## src/rtl/conv_pkg.sv

```systemverilog
// Purpose: shared types and constants for the convolution tile scheduler.
// Latency: n/a (types and constants only).
// Backpressure: n/a.
package conv_pkg;

    // Scheduler control states.
    typedef enum logic [1:0] {
        ST_IDLE = 2'd0,
        ST_FEED = 2'd1,
        ST_WAIT = 2'd2,
        ST_HOLD = 2'd3
    } state_t;

    // Fetch command encodings. They tell the shift-register window how to
    // move for the current kernel step.
    localparam logic [1:0] FT_FULL = 2'd0;  // load a whole tile (first step)
    localparam logic [1:0] FT_COL  = 2'd1;  // shift one column (first kernel row)
    localparam logic [1:0] FT_ROW  = 2'd2;  // advance one row (start of a kernel row)
    localparam logic [1:0] FT_ELEM = 2'd3;  // single element (everything else)

    localparam int KERNEL_SIZE_MAX = 5;

    // Number of WAIT cycles without a result strobe before the watchdog trips.
    localparam int TIMEOUT_LIMIT = 64;

endpackage

```

## src/rtl/conv_kernel_walker.sv

```systemverilog
// Purpose: walks the k x k kernel positions (column first), decoding the fetch type and weight address.
// Latency: registered; values for step c are visible the cycle after load/advance selects step c.
// Backpressure: none; steps once per cycle while advance is high, wraps to step 0 after the last step.
//
// Ports:
//   clk, rst      clock, synchronous active-high reset
//   ksize         kernel size k (already latched by the scheduler)
//   load          force step 0 (start of a tile)
//   advance       move to the next step
//   krow, kcol    current kernel position
//   ftype         fetch type for the current step
//   waddr         row-major weight index krow*k + kcol
//   last          current step is (k-1, k-1)
module conv_kernel_walker
    import conv_pkg::*;
#(
    parameter int KERNEL_SIZE_WIDTH = 3,
    parameter int WADDR_WIDTH       = 5
) (
    input  logic                         clk,
    input  logic                         rst,
    input  logic [KERNEL_SIZE_WIDTH-1:0] ksize,
    input  logic                         load,
    input  logic                         advance,
    output logic [KERNEL_SIZE_WIDTH-1:0] krow,
    output logic [KERNEL_SIZE_WIDTH-1:0] kcol,
    output logic [1:0]                   ftype,
    output logic [WADDR_WIDTH-1:0]       waddr,
    output logic                         last
);

    logic [KERNEL_SIZE_WIDTH-1:0] km1;
    logic [KERNEL_SIZE_WIDTH-1:0] nrow;
    logic [KERNEL_SIZE_WIDTH-1:0] ncol;
    logic [1:0]                   ntype;
    logic [WADDR_WIDTH-1:0]       naddr;

    assign km1  = ksize - KERNEL_SIZE_WIDTH'(1);
    assign last = (krow == km1) && (kcol == km1);

    // Next position and its decoded outputs are computed here so that the
    // type and address are registered together with the counters.
    always_comb begin
        nrow = krow;
        ncol = kcol;
        if (load || last) begin
            nrow = '0;
            ncol = '0;
        end else if (kcol == km1) begin
            ncol = '0;
            nrow = krow + KERNEL_SIZE_WIDTH'(1);
        end else begin
            ncol = kcol + KERNEL_SIZE_WIDTH'(1);
        end

        // kcol==0 is the c%k==0 case; krow==0 with kcol>0 is 0<c<k.
        if ((nrow == '0) && (ncol == '0)) begin
            ntype = FT_FULL;
        end else if (ncol == '0) begin
            ntype = FT_ROW;
        end else if (nrow == '0) begin
            ntype = FT_COL;
        end else begin
            ntype = FT_ELEM;
        end

        naddr = WADDR_WIDTH'(nrow) * WADDR_WIDTH'(ksize) + WADDR_WIDTH'(ncol);
    end

    always_ff @(posedge clk) begin
        if (rst) begin
            krow  <= '0;
            kcol  <= '0;
            ftype <= FT_FULL;
            waddr <= '0;
        end else if (load || advance) begin
            krow  <= nrow;
            kcol  <= ncol;
            ftype <= ntype;
            waddr <= naddr;
        end
    end

endmodule

```

## src/rtl/conv_tile_scheduler.sv

```systemverilog
// Purpose: per-tile sequencer for the float16 MAC array: reset datapath, feed k*k fetch steps, capture result, hand off downstream.
// Latency: start at T -> fetch T+1..T+k*k; result strobe at W -> out_valid W+1; accept at H -> next feed at H+2, done at H+1.
// Backpressure: out_valid/out_ready; while out_ready is low the result is held and no new tile is fed.
//
// Ports:
//   clk, rst                 clock, synchronous active-high reset (aborts any job)
//   start, kernel_size,      job start (IDLE only), k in {3,5}, tile count (0 means 1)
//   num_tiles
//   busy, err_ksize          not-IDLE flag, one-cycle illegal kernel size pulse
//   conv_rst_n               active-low datapath reset
//   fetch_valid, fetch_type, fetch command per kernel step
//   fetch_krow, fetch_kcol,
//   weight_addr
//   conv_result_ready,       datapath result strobe and data
//   conv_result
//   out_valid, out_ready,    downstream handshake with held result and tile index
//   out_data, out_tile
//   done                     one-cycle pulse after the last tile is accepted
//   err_timeout              sticky watchdog flag; only active when CONV_SCHED_TIMEOUT_EN is defined
module conv_tile_scheduler
    import conv_pkg::*;
#(
    parameter int PARA_X            = 3,
    parameter int PARA_Y            = 3,
    parameter int DATA_WIDTH        = 16,
    parameter int KERNEL_SIZE_WIDTH = 3,
    parameter int TILE_CNT_WIDTH    = 8,
    parameter int WADDR_WIDTH       = 5
) (
    input  logic                                clk,
    input  logic                                rst,
    input  logic                                start,
    input  logic [KERNEL_SIZE_WIDTH-1:0]        kernel_size,
    input  logic [TILE_CNT_WIDTH-1:0]           num_tiles,
    output logic                                busy,
    output logic                                err_ksize,
    output logic                                conv_rst_n,
    output logic                                fetch_valid,
    output logic [1:0]                          fetch_type,
    output logic [KERNEL_SIZE_WIDTH-1:0]        fetch_krow,
    output logic [KERNEL_SIZE_WIDTH-1:0]        fetch_kcol,
    output logic [WADDR_WIDTH-1:0]              weight_addr,
    input  logic                                conv_result_ready,
    input  logic [PARA_X*PARA_Y*DATA_WIDTH-1:0] conv_result,
    output logic                                out_valid,
    input  logic                                out_ready,
    output logic [PARA_X*PARA_Y*DATA_WIDTH-1:0] out_data,
    output logic [TILE_CNT_WIDTH-1:0]           out_tile,
    output logic                                done,
    output logic                                err_timeout
);

    state_t                       state;
    logic [KERNEL_SIZE_WIDTH-1:0] k_q;
    logic [TILE_CNT_WIDTH-1:0]    last_tile;
    logic [TILE_CNT_WIDTH-1:0]    tile_idx;
    logic                         ksize_ok;
    logic                         walk_load;
    logic                         walk_adv;
    logic                         walk_last;

`ifdef CONV_SCHED_TIMEOUT_EN
    logic [6:0]                   wait_cnt;
`else
    assign err_timeout = 1'b0;
`endif

    assign ksize_ok = (kernel_size == KERNEL_SIZE_WIDTH'(3)) ||
                      (kernel_size == KERNEL_SIZE_WIDTH'(5));

    // Walker restarts at step 0 whenever a tile's feed is about to begin:
    // on a legal start, and on the gap cycle in HOLD after an acceptance
    // (out_valid already low there).
    assign walk_load = ((state == ST_IDLE) && start && ksize_ok) ||
                       ((state == ST_HOLD) && !out_valid);
    assign walk_adv  = (state == ST_FEED);

    conv_kernel_walker #(
        .KERNEL_SIZE_WIDTH (KERNEL_SIZE_WIDTH),
        .WADDR_WIDTH       (WADDR_WIDTH)
    ) u_walker (
        .clk     (clk),
        .rst     (rst),
        .ksize   (k_q),
        .load    (walk_load),
        .advance (walk_adv),
        .krow    (fetch_krow),
        .kcol    (fetch_kcol),
        .ftype   (fetch_type),
        .waddr   (weight_addr),
        .last    (walk_last)
    );

    always_ff @(posedge clk) begin
        if (rst) begin
            state       <= ST_IDLE;
            busy        <= 1'b0;
            err_ksize   <= 1'b0;
            conv_rst_n  <= 1'b0;
            fetch_valid <= 1'b0;
            out_valid   <= 1'b0;
            out_data    <= '0;
            out_tile    <= '0;
            done        <= 1'b0;
            k_q         <= '0;
            last_tile   <= '0;
            tile_idx    <= '0;
`ifdef CONV_SCHED_TIMEOUT_EN
            wait_cnt    <= '0;
            err_timeout <= 1'b0;
`endif
        end else begin
            done      <= 1'b0;
            err_ksize <= 1'b0;
            case (state)
                ST_IDLE: begin
                    conv_rst_n  <= 1'b0;
                    fetch_valid <= 1'b0;
                    if (start) begin
                        if (ksize_ok) begin
                            k_q         <= kernel_size;
                            last_tile   <= (num_tiles == '0) ? '0
                                                             : num_tiles - TILE_CNT_WIDTH'(1);
                            tile_idx    <= '0;
                            busy        <= 1'b1;
                            conv_rst_n  <= 1'b1;
                            fetch_valid <= 1'b1;
                            state       <= ST_FEED;
                        end else begin
                            err_ksize <= 1'b1;
                        end
                    end
                end

                // A result strobe here is deliberately ignored.
                ST_FEED: begin
                    if (walk_last) begin
                        fetch_valid <= 1'b0;
                        state       <= ST_WAIT;
`ifdef CONV_SCHED_TIMEOUT_EN
                        wait_cnt    <= '0;
`endif
                    end
                end

                ST_WAIT: begin
                    if (conv_result_ready) begin
                        out_data   <= conv_result;
                        out_tile   <= tile_idx;
                        out_valid  <= 1'b1;
                        conv_rst_n <= 1'b0;
                        state      <= ST_HOLD;
                    end
`ifdef CONV_SCHED_TIMEOUT_EN
                    else if (wait_cnt == 7'(TIMEOUT_LIMIT - 1)) begin
                        err_timeout <= 1'b1;
                        conv_rst_n  <= 1'b0;
                        busy        <= 1'b0;
                        state       <= ST_IDLE;
                    end else begin
                        wait_cnt <= wait_cnt + 7'd1;
                    end
`endif
                end

                // HOLD covers two phases: holding the result (out_valid high)
                // and one gap cycle after acceptance that keeps the datapath
                // in reset before the next tile's feed.
                ST_HOLD: begin
                    if (out_valid) begin
                        if (out_ready) begin
                            out_valid <= 1'b0;
                            if (tile_idx == last_tile) begin
                                done  <= 1'b1;
                                busy  <= 1'b0;
                                state <= ST_IDLE;
                            end
                        end
                    end else begin
                        tile_idx    <= tile_idx + TILE_CNT_WIDTH'(1);
                        conv_rst_n  <= 1'b1;
                        fetch_valid <= 1'b1;
                        state       <= ST_FEED;
                    end
                end

                default: state <= ST_IDLE;
            endcase
        end
    end

endmodule

```

## config.mk

```make
export PLATFORM = sky130hd
export DESIGN_NAME = conv_tile_scheduler
export DESIGN_NICKNAME = d
export VERILOG_FILES = /design/src/rtl/conv_pkg.sv /design/src/rtl/conv_kernel_walker.sv /design/src/rtl/conv_tile_scheduler.sv
export SDC_FILE = /design/constraint.sdc
export NUM_CORES = 1
export LEC_CHECK = 0
export CAP_MARGIN = 20
export CELL_PAD_IN_SITES_DETAIL_PLACEMENT = 1
export CELL_PAD_IN_SITES_GLOBAL_PLACEMENT = 1
export CORE_MARGIN = 8
export CORE_UTILIZATION = 44
export DETAILED_ROUTE_END_ITERATION = 8
export DONT_BUFFER_PORTS = 1
export GPL_TIMING_DRIVEN = 0
export PLACE_DENSITY = 0.83
export SETUP_SLACK_MARGIN = 0.5
export SLEW_MARGIN = 20
export SYNTH_ARGS = -nofsm -noshare
export SYNTH_HDL_FRONTEND = slang
export SYNTH_SLANG_ARGS = --single-unit
```

## constraint.sdc

```tcl
create_clock -name clk -period 6.2 [get_ports clk]
set_clock_uncertainty 0.1 [all_clocks]
set_input_delay 1.24 -clock clk [delete_from_list [all_inputs] [get_ports clk]]
set_output_delay 1.24 -clock clk [all_outputs]
set_load 0.03 [all_outputs]
```

==> results of run 1 <==
==> synth_stat cells (all sizes together), types with 4 or more instances <==
cell type  number  area [sq um]
dfxtp         192          3840
nor3           15          80.1
o31ai           4          43.8
buf             6          35.0
and2            8          50.1
a22oi           6          45.0
nand3           8          40.0
xnor2          15           139
nand4           6          37.5
nor3b           6          45.0
o21ai           7          35.0
nor2           30           115
xor2           16           140
a21oi         175           876
inv            16          60.1
ha             19           238
clkbuf         56           210
nand2         331          1240
==> state kept, by name, indices dropped and copies added (netlist names), 2 cells and up <==
register and count:
last_tile 8, u_walker.kcol 3, u_walker.ftype 2, out_data 144
out_tile 8, state 2, k_q 3, u_walker.waddr 5
u_walker.krow 3, tile_idx 8
==> layer usage <==
layer | up-vias | part of all wire [%] | wire (um)
met5 | - | 0 | 0
met4 | 0 | 1.3 | 351
met3 | 29 | 11 | 2860
met2 | 264 | 51 | 13200
met1 | 3158 | 37 | 9650
li1 | 3216 | - | -
==> critical path: stages, from the launching register on <==
cell      delay, ps
dfxtp_1         320
clkbuf_1        300
inv_1           140
ha_1            420
xor2_1          350
nand4_1         250
xnor2_1         280
nand2_1         170
nor2_1          160
fa_1            460
fa_1            500
ha_1            300
a21o_1          160
a21oi_1         170
xnor2_1         130
or4b_1          480
o211ai_1        180
==> layout by cell type, fill, tap and decap left out, types with 4 or more instances in the layout <==
cell and n:
a21oi_1 175, a22oi_1 6, and2_1 8, clkbuf_1 57, clkbuf_16 17, clkinv_8 4
dfxtp_1 192, ha_1 19, inv_1 16, inv_6 5, nand2_1 331, nand3_1 8
nand4_1 6, nor2_1 29, nor3_1 14, nor3b_1 6, o21ai_0 6, xnor2_1 14
xor2_1 16
==> metrics by stage <==
step	setup WS (ps)	power (mW)	hold WS (ps)	cell area, sq um	util, %
after global routing	921	3.22	407	8620	50.0
final	1250	3.07	384	8620	50.0
after floorplan	1440	1.86	343	7740	-
after CTS	1290	3.10	388	8620	50.0
after detailed placement	1080	2.00	379	8020	46.5
after global placement	1070	1.98	366	8020	46.5
==> cells by family after synthesis <==
group / share of synthesized area, %
DFF: 49.7
buffers and inverters: 3.94
and+or+nand+nor: 22.2
other: 0.0485
muxes: 0.129
adders and majority gates: 3.85
AOI/OAI and AO/OA: 15.7
xor gates and xnor gates: 4.51
==> area by class of cell <==
| cell class | count | area [sq um] | area share, % |
|---|---|---|---|
| clock buffers | 20 | 457 | 5.30 |
| clock inverters | 12 | 140 | 1.63 |
| flip-flops and latches | 192 | 3840 | 44.6 |
| inverters | 16 | 60.1 | 0.697 |
| multi-input cells | 693 | 3590 | 41.7 |
| plain buffers | 62 | 245 | 2.85 |
| well taps | 225 | 282 | 3.27 |
==> power breakdown <==
part	internal (mW)	switching, mW	leakage (nW)
clock network	0.563	0.529	0.291
logic	0.137	0.300	1.10
registers	1.32	0.221	1.55
total	2.02	1.05	2.94
==> path summary, 6_finish.rpt <==
check | start | endpoint | slack (ps) | cells past startpoint
worst max-delay path | k_q[0] | u_walker.waddr[4] | 1250 | 16
worst min-delay path | last_tile[0] | last_tile[0] | 380 | 2
worst max register to register | k_q[0] | u_walker.waddr[4] | 1250 | 16
worst min register to register | last_tile[0] | last_tile[0] | 380 | 2
==> results.ini, run 1 <==
[drt]
remaining_drc_errors=0
drtIter0Drc=296
first_pass_detailed_route_iteration_total=4
route.vias.total=6667
vias_per_cell=5.46
ant_nets=0
wire_length_per_cell_um=21.4
routed_wl_um=26100

[timing]
min_period_over_period_pct=79.8
finalSetupViolations=0
post-route-min-period_ps=4950
maxClockFrequency_ghz=0.202
max_slew_margin_pct=53.7
worst_slew_pin_slew_ps=694
fin_tns_setup_ps=0
hold_viol_final=0
timing.final.max_slew_violations=0
rsz0062_at_grt=false

[layout]
post_route_cells_drive_above_1_share_pct=4.12
area_growth_pct=11.3
fillCellCount=2118
finalNetCount=1164
antennaDiodeCount=0
finish.cell_count_without_fillers=1220

[cts]
cts_setup_buffers=0
post_cts.resized_instances=0
tritoncts_num_sinks=192
cts_hold_fix_bufs=0
cts_tree=done
clock_tree.root_cell=clkbuf_16
clock_latency_late_sink_ps=420
cts_inserted_buffers=17
path_clk_slew_ps=80
ctsHtreeMaxLevel=4
clk_path_buf_depth=2

[placed_design]
hpwl_um=20200
buffer_ports.inserted=0
placed_cells=1188
gpl_wtd_cong=0.840

[yosys]
number_of_enable_type_register_cells_in_the_synthesized_netlist=0
synth_warn=0
synth_ff_type=dfxtp_1
synth_cell_area_sq_um=7740
synth.lib_cells_used.distinct=51
synthCells=963
syn_nets=1145
synth_sequential_area_ratio_pct=49.7
synth_seq_cells=192
asyncSetResetFlopFracSynth_pct=0
syn_area_per_cell_sq_um=8.04

[global_route]
globalRoute.totalOverflow=0
groute.usage.overall_pct=23.2
global_route.usage.met2_pct=41.1
grt_pass1_wl_um=40500
initial_antenna_violation_count=0
grt_max_degree=20
global_route.usage.met3_pct=9.69
vias_in_the_first_global_route=7101
global_route.usage.met1_pct=25.1
global_route.peak_usage_layer=met2

[job]
cap_violations=0

[pwr]
vdd.ir_drop.worst_v=0.000186
p_per_area_nw_per_um2=356
power_leakage_nw=2.94

[die]
die_extent_in_x_um=149
num_rows=48
io_pins=332
initial_utilization_pct=44.9
fp.coreArea_sq_um=17200
fp.dieArea_sq_um=22100
fp.dieH_um=149

[critical_path]
timing.critical_path.from_type=register
worstSetupPathType=reg -> reg
crit_path_max_fanout=6
cp-end-kind=register
required_ps=6450
arrival_time_of_data_at_the_critical_path_endpoint_ps=5200

[status]
status=finished, final reports clean

[min_path]
holdCritPathClass=reg -> reg

Note: power is estimated with default switching activity, not from simulation.
==> run 2, diff against run 1 <==
--- a/config.mk
+++ b/config.mk
@@ -9,11 +9,11 @@
 export CELL_PAD_IN_SITES_DETAIL_PLACEMENT = 1
 export CELL_PAD_IN_SITES_GLOBAL_PLACEMENT = 1
 export CORE_MARGIN = 8
-export CORE_UTILIZATION = 44
+export CORE_UTILIZATION = 40
 export DETAILED_ROUTE_END_ITERATION = 8
 export DONT_BUFFER_PORTS = 1
 export GPL_TIMING_DRIVEN = 0
-export PLACE_DENSITY = 0.83
+export PLACE_DENSITY = 0.8
 export SETUP_SLACK_MARGIN = 0.5
 export SLEW_MARGIN = 20
 export SYNTH_ARGS = -nofsm -noshare
==> constraint.sdc (replaced) <==
create_clock -name clk -period 4.2 [get_ports clk]
set_clock_uncertainty 0.1 [all_clocks]
set_input_delay 0.84 -clock clk [delete_from_list [all_inputs] [get_ports clk]]
set_output_delay 0.84 -clock clk [all_outputs]
set_load 0.03 [all_outputs]
==> run 2 against run 1 <==
The run now ends with negative setup slack left. Worst setup slack got worse by 1500 ps. Critical path depth rose by 1. Final area rose by 5.5%. Sequential power rose by 48%. Combinational power rose by 69%. Flip-flop and latch count did not move. Register-to-register slack got worse by 1500 ps. Sequential share of layout area fell by 2.2 points. Wire length rose by 6.2%. Total power rose by 56%. Non-clock buffer count rose by 20. Critical path type unchanged. Largest cell class unchanged. Largest power group unchanged. Highest routed layer unchanged.
==> results.ini, run 2 (synthesized netlist as in run 1, its figures left out) <==
[global_route]
grt_max_degree=23  ; +15%
globalRoute.totalOverflow=0  ; unchanged
initial_antenna_violation_count=0  ; unchanged
vias_in_the_first_global_route=7078  ; -0.32%
groute.usage.overall_pct=21.6  ; -1.6 points
grt_pass1_wl_um=40700  ; +0.51%

[layout]
finish.utilization_pct=47.3  ; -2.6 points
fillCellCount=2291  ; +8.2%
regMostFlops=out_data
finalNetCount=1184  ; +1.7%
final_design_area_no_fill_sq_um=9090  ; +5.5%
area_growth_pct=17.5
flip_flop_count_of_the_largest_register_after_layout=144  ; unchanged
post_route_cells_drive_above_1_share_pct=9.06  ; +4.9 points
final_cell_mix=330 x nand2_1, 186 x dfxtp_1, 173 x a21oi_1, 53 x clkbuf_1, 28 x nor2_1
finish.cell_count_without_fillers=1280  ; +4.9%
antennaDiodeCount=0  ; unchanged
layout_commonest_cell=nand2_1

[placed_design]
buffer_ports.inserted=0  ; unchanged
detailedPlace.worstSlack_ps=-179  ; -1260 ps
hpwl_um=20300  ; +0.22%
placed_cells=1228  ; +3.4%
gpl_wtd_cong=0.865  ; +3.0%
post_dp_cell_area_sq_um=8160  ; +1.8%

[cts]
cts_tree=done
clk_path_buf_depth=2  ; unchanged
ctsHtreeMaxLevel=4  ; unchanged
path_clk_slew_ps=80  ; about the same
clock_tree.root_cell=clkbuf_16
clock_latency_late_sink_ps=430  ; about the same
tritoncts_num_sinks=192  ; unchanged
cts_hold_fix_bufs=0  ; unchanged
cts_inserted_buffers=17  ; unchanged

[drt]
routed_wl_um=27700  ; +6.2%
drtIter0Drc=310  ; +4.7%
route.vias.total=6883  ; +3.2%
vias_per_cell=5.38  ; -1.6%
remaining_drc_errors=0  ; unchanged
wire_length_per_cell_um=21.6  ; +1.3%
first_pass_detailed_route_iteration_total=4  ; unchanged
ant_nets=0  ; unchanged

[timing]
min_period_over_period_pct=106  ; +27 points
fin_ws_ps=-271  ; -1520 ps
max_slew_margin_pct=46.2  ; -7.6 points
finalSetupViolations=1  ; +1
hold_viol_final=0  ; unchanged
rsz0062_at_grt=true
post-route-min-period_ps=4470  ; -478 ps
timing.final.max_slew_violations=0  ; unchanged
worst_slew_pin_slew_ps=807  ; +113 ps
maxClockFrequency_ghz=0.224  ; +11%

[min_path]
hold-path-endpoint=last_tile[0]
hp-start=last_tile[0]
holdCritPathClass=reg -> reg
worstHoldPathCells=2  ; unchanged

[die]
fp.coreArea_sq_um=19200  ; +11%
fp.dieArea_sq_um=24100  ; +8.9%
num_rows=51  ; +6.3%
io_pins=332  ; unchanged
die_extent_in_x_um=155  ; +4.4%
fp.dieH_um=155  ; +4.4%
initial_utilization_pct=40.3  ; -4.6 points

[critical_path]
required_ps=4450  ; -2000 ps
worstSetupPathType=reg -> reg
cp_cell_sequence=buf_8, inv_8, ha_4, xnor2_1, nor3_4, buf_4, a21oi_1, nand2_1, nor2_2, fa_1, fa_1, ha_1, a21o_1, a21oi_2, xnor2_2, or4b_1, o211ai_1
timing.critical_path.buf_inv=3  ; +1
ff2ff_path_depth=17  ; +1
arrival_time_of_data_at_the_critical_path_endpoint_ps=4720  ; -480 ps
crit_path_max_fanout=3  ; -3
crit-reg2reg-capture=u_walker.waddr[4]
dominant_cell_type_by_count_on_the_critical_path=fa_1
cp-end-kind=register
setup.reg_to_reg.worst_slack_ps=-270  ; -1520 ps
cpLargestDelayFamily=adder cells
cpMaxStageDelayCell=fa_1
reg2reg_from=k_q[0]
cp_slowest_stage_delay_ps=480  ; -20 ps
timing.critical_path.from_type=register

[pwr]
power_leakage_nw=3.15  ; +7.0%
p_per_area_nw_per_um2=525  ; +47%
vdd.ir_drop.worst_v=0.000285  ; +53%

[status]
violations=negative setup slack
status=finished with violations

[job]
cap_violations=0  ; unchanged

## run 2: layer usage
metal,GRT usage (%),part of all wire (%)
met5,0,0
met4,8.45,3.2
met3,8.46,10
met2,37.7,49
met1,23.0,37
## run 2: report_power, final
group          internal, mW  total, mW  switching, mW
clock                 0.889       1.76          0.866
combinational         0.245      0.742          0.496
sequential             1.95       2.28          0.330
total                  3.08       4.77           1.69
## run 2: how the worst max path moves through the flow
stage / startpoint / to / cells past startpoint
final: k_q[0] / u_walker.waddr[4] / 17
after global routing: k_q[0] / u_walker.waddr[4] / 17
after detailed placement: k_q[0] / u_walker.waddr[4] / 16
after CTS: k_q[0] / u_walker.waddr[4] / 16
after global placement: k_q[0] / u_walker.waddr[4] / 15
after floorplan: kernel_size[2] / u_walker.waddr[4] / 13
## run 2: final cells by class
cell class	count	area (sq um)	area share, %
flip-flops and latches	192	3850	42.4
multi-input cells	693	3780	41.5
clock buffers	17	425	4.68
well taps	265	332	3.65
plain buffers	62	268	2.94
clock inverters	15	220	2.42
repair buffers	20	150	1.65
inverters	16	67.6	0.743
## run 2: through the flow
step                setup TNS (ps)  power (mW)  hold slack [ps]
global placement              -139        2.95              360
finish                        -271        4.77              370
floorplan                        0        2.76              343
global route                  -415        4.99              401
detailed placement            -179        2.97              366
CTS                          -16.1        4.76              377
## run 2: what timing repair did
item	CTS	global route
gates resized for setup	23	8
pin swaps	19	11
setup buffers	15	5
setup endpoints to repair	3	3
## run 2: tightest hold or removal path, cell delays in order (launching register included)
cell and delay (ps):
dfxtp_1 320, nand2_1 60, a21oi_1 50
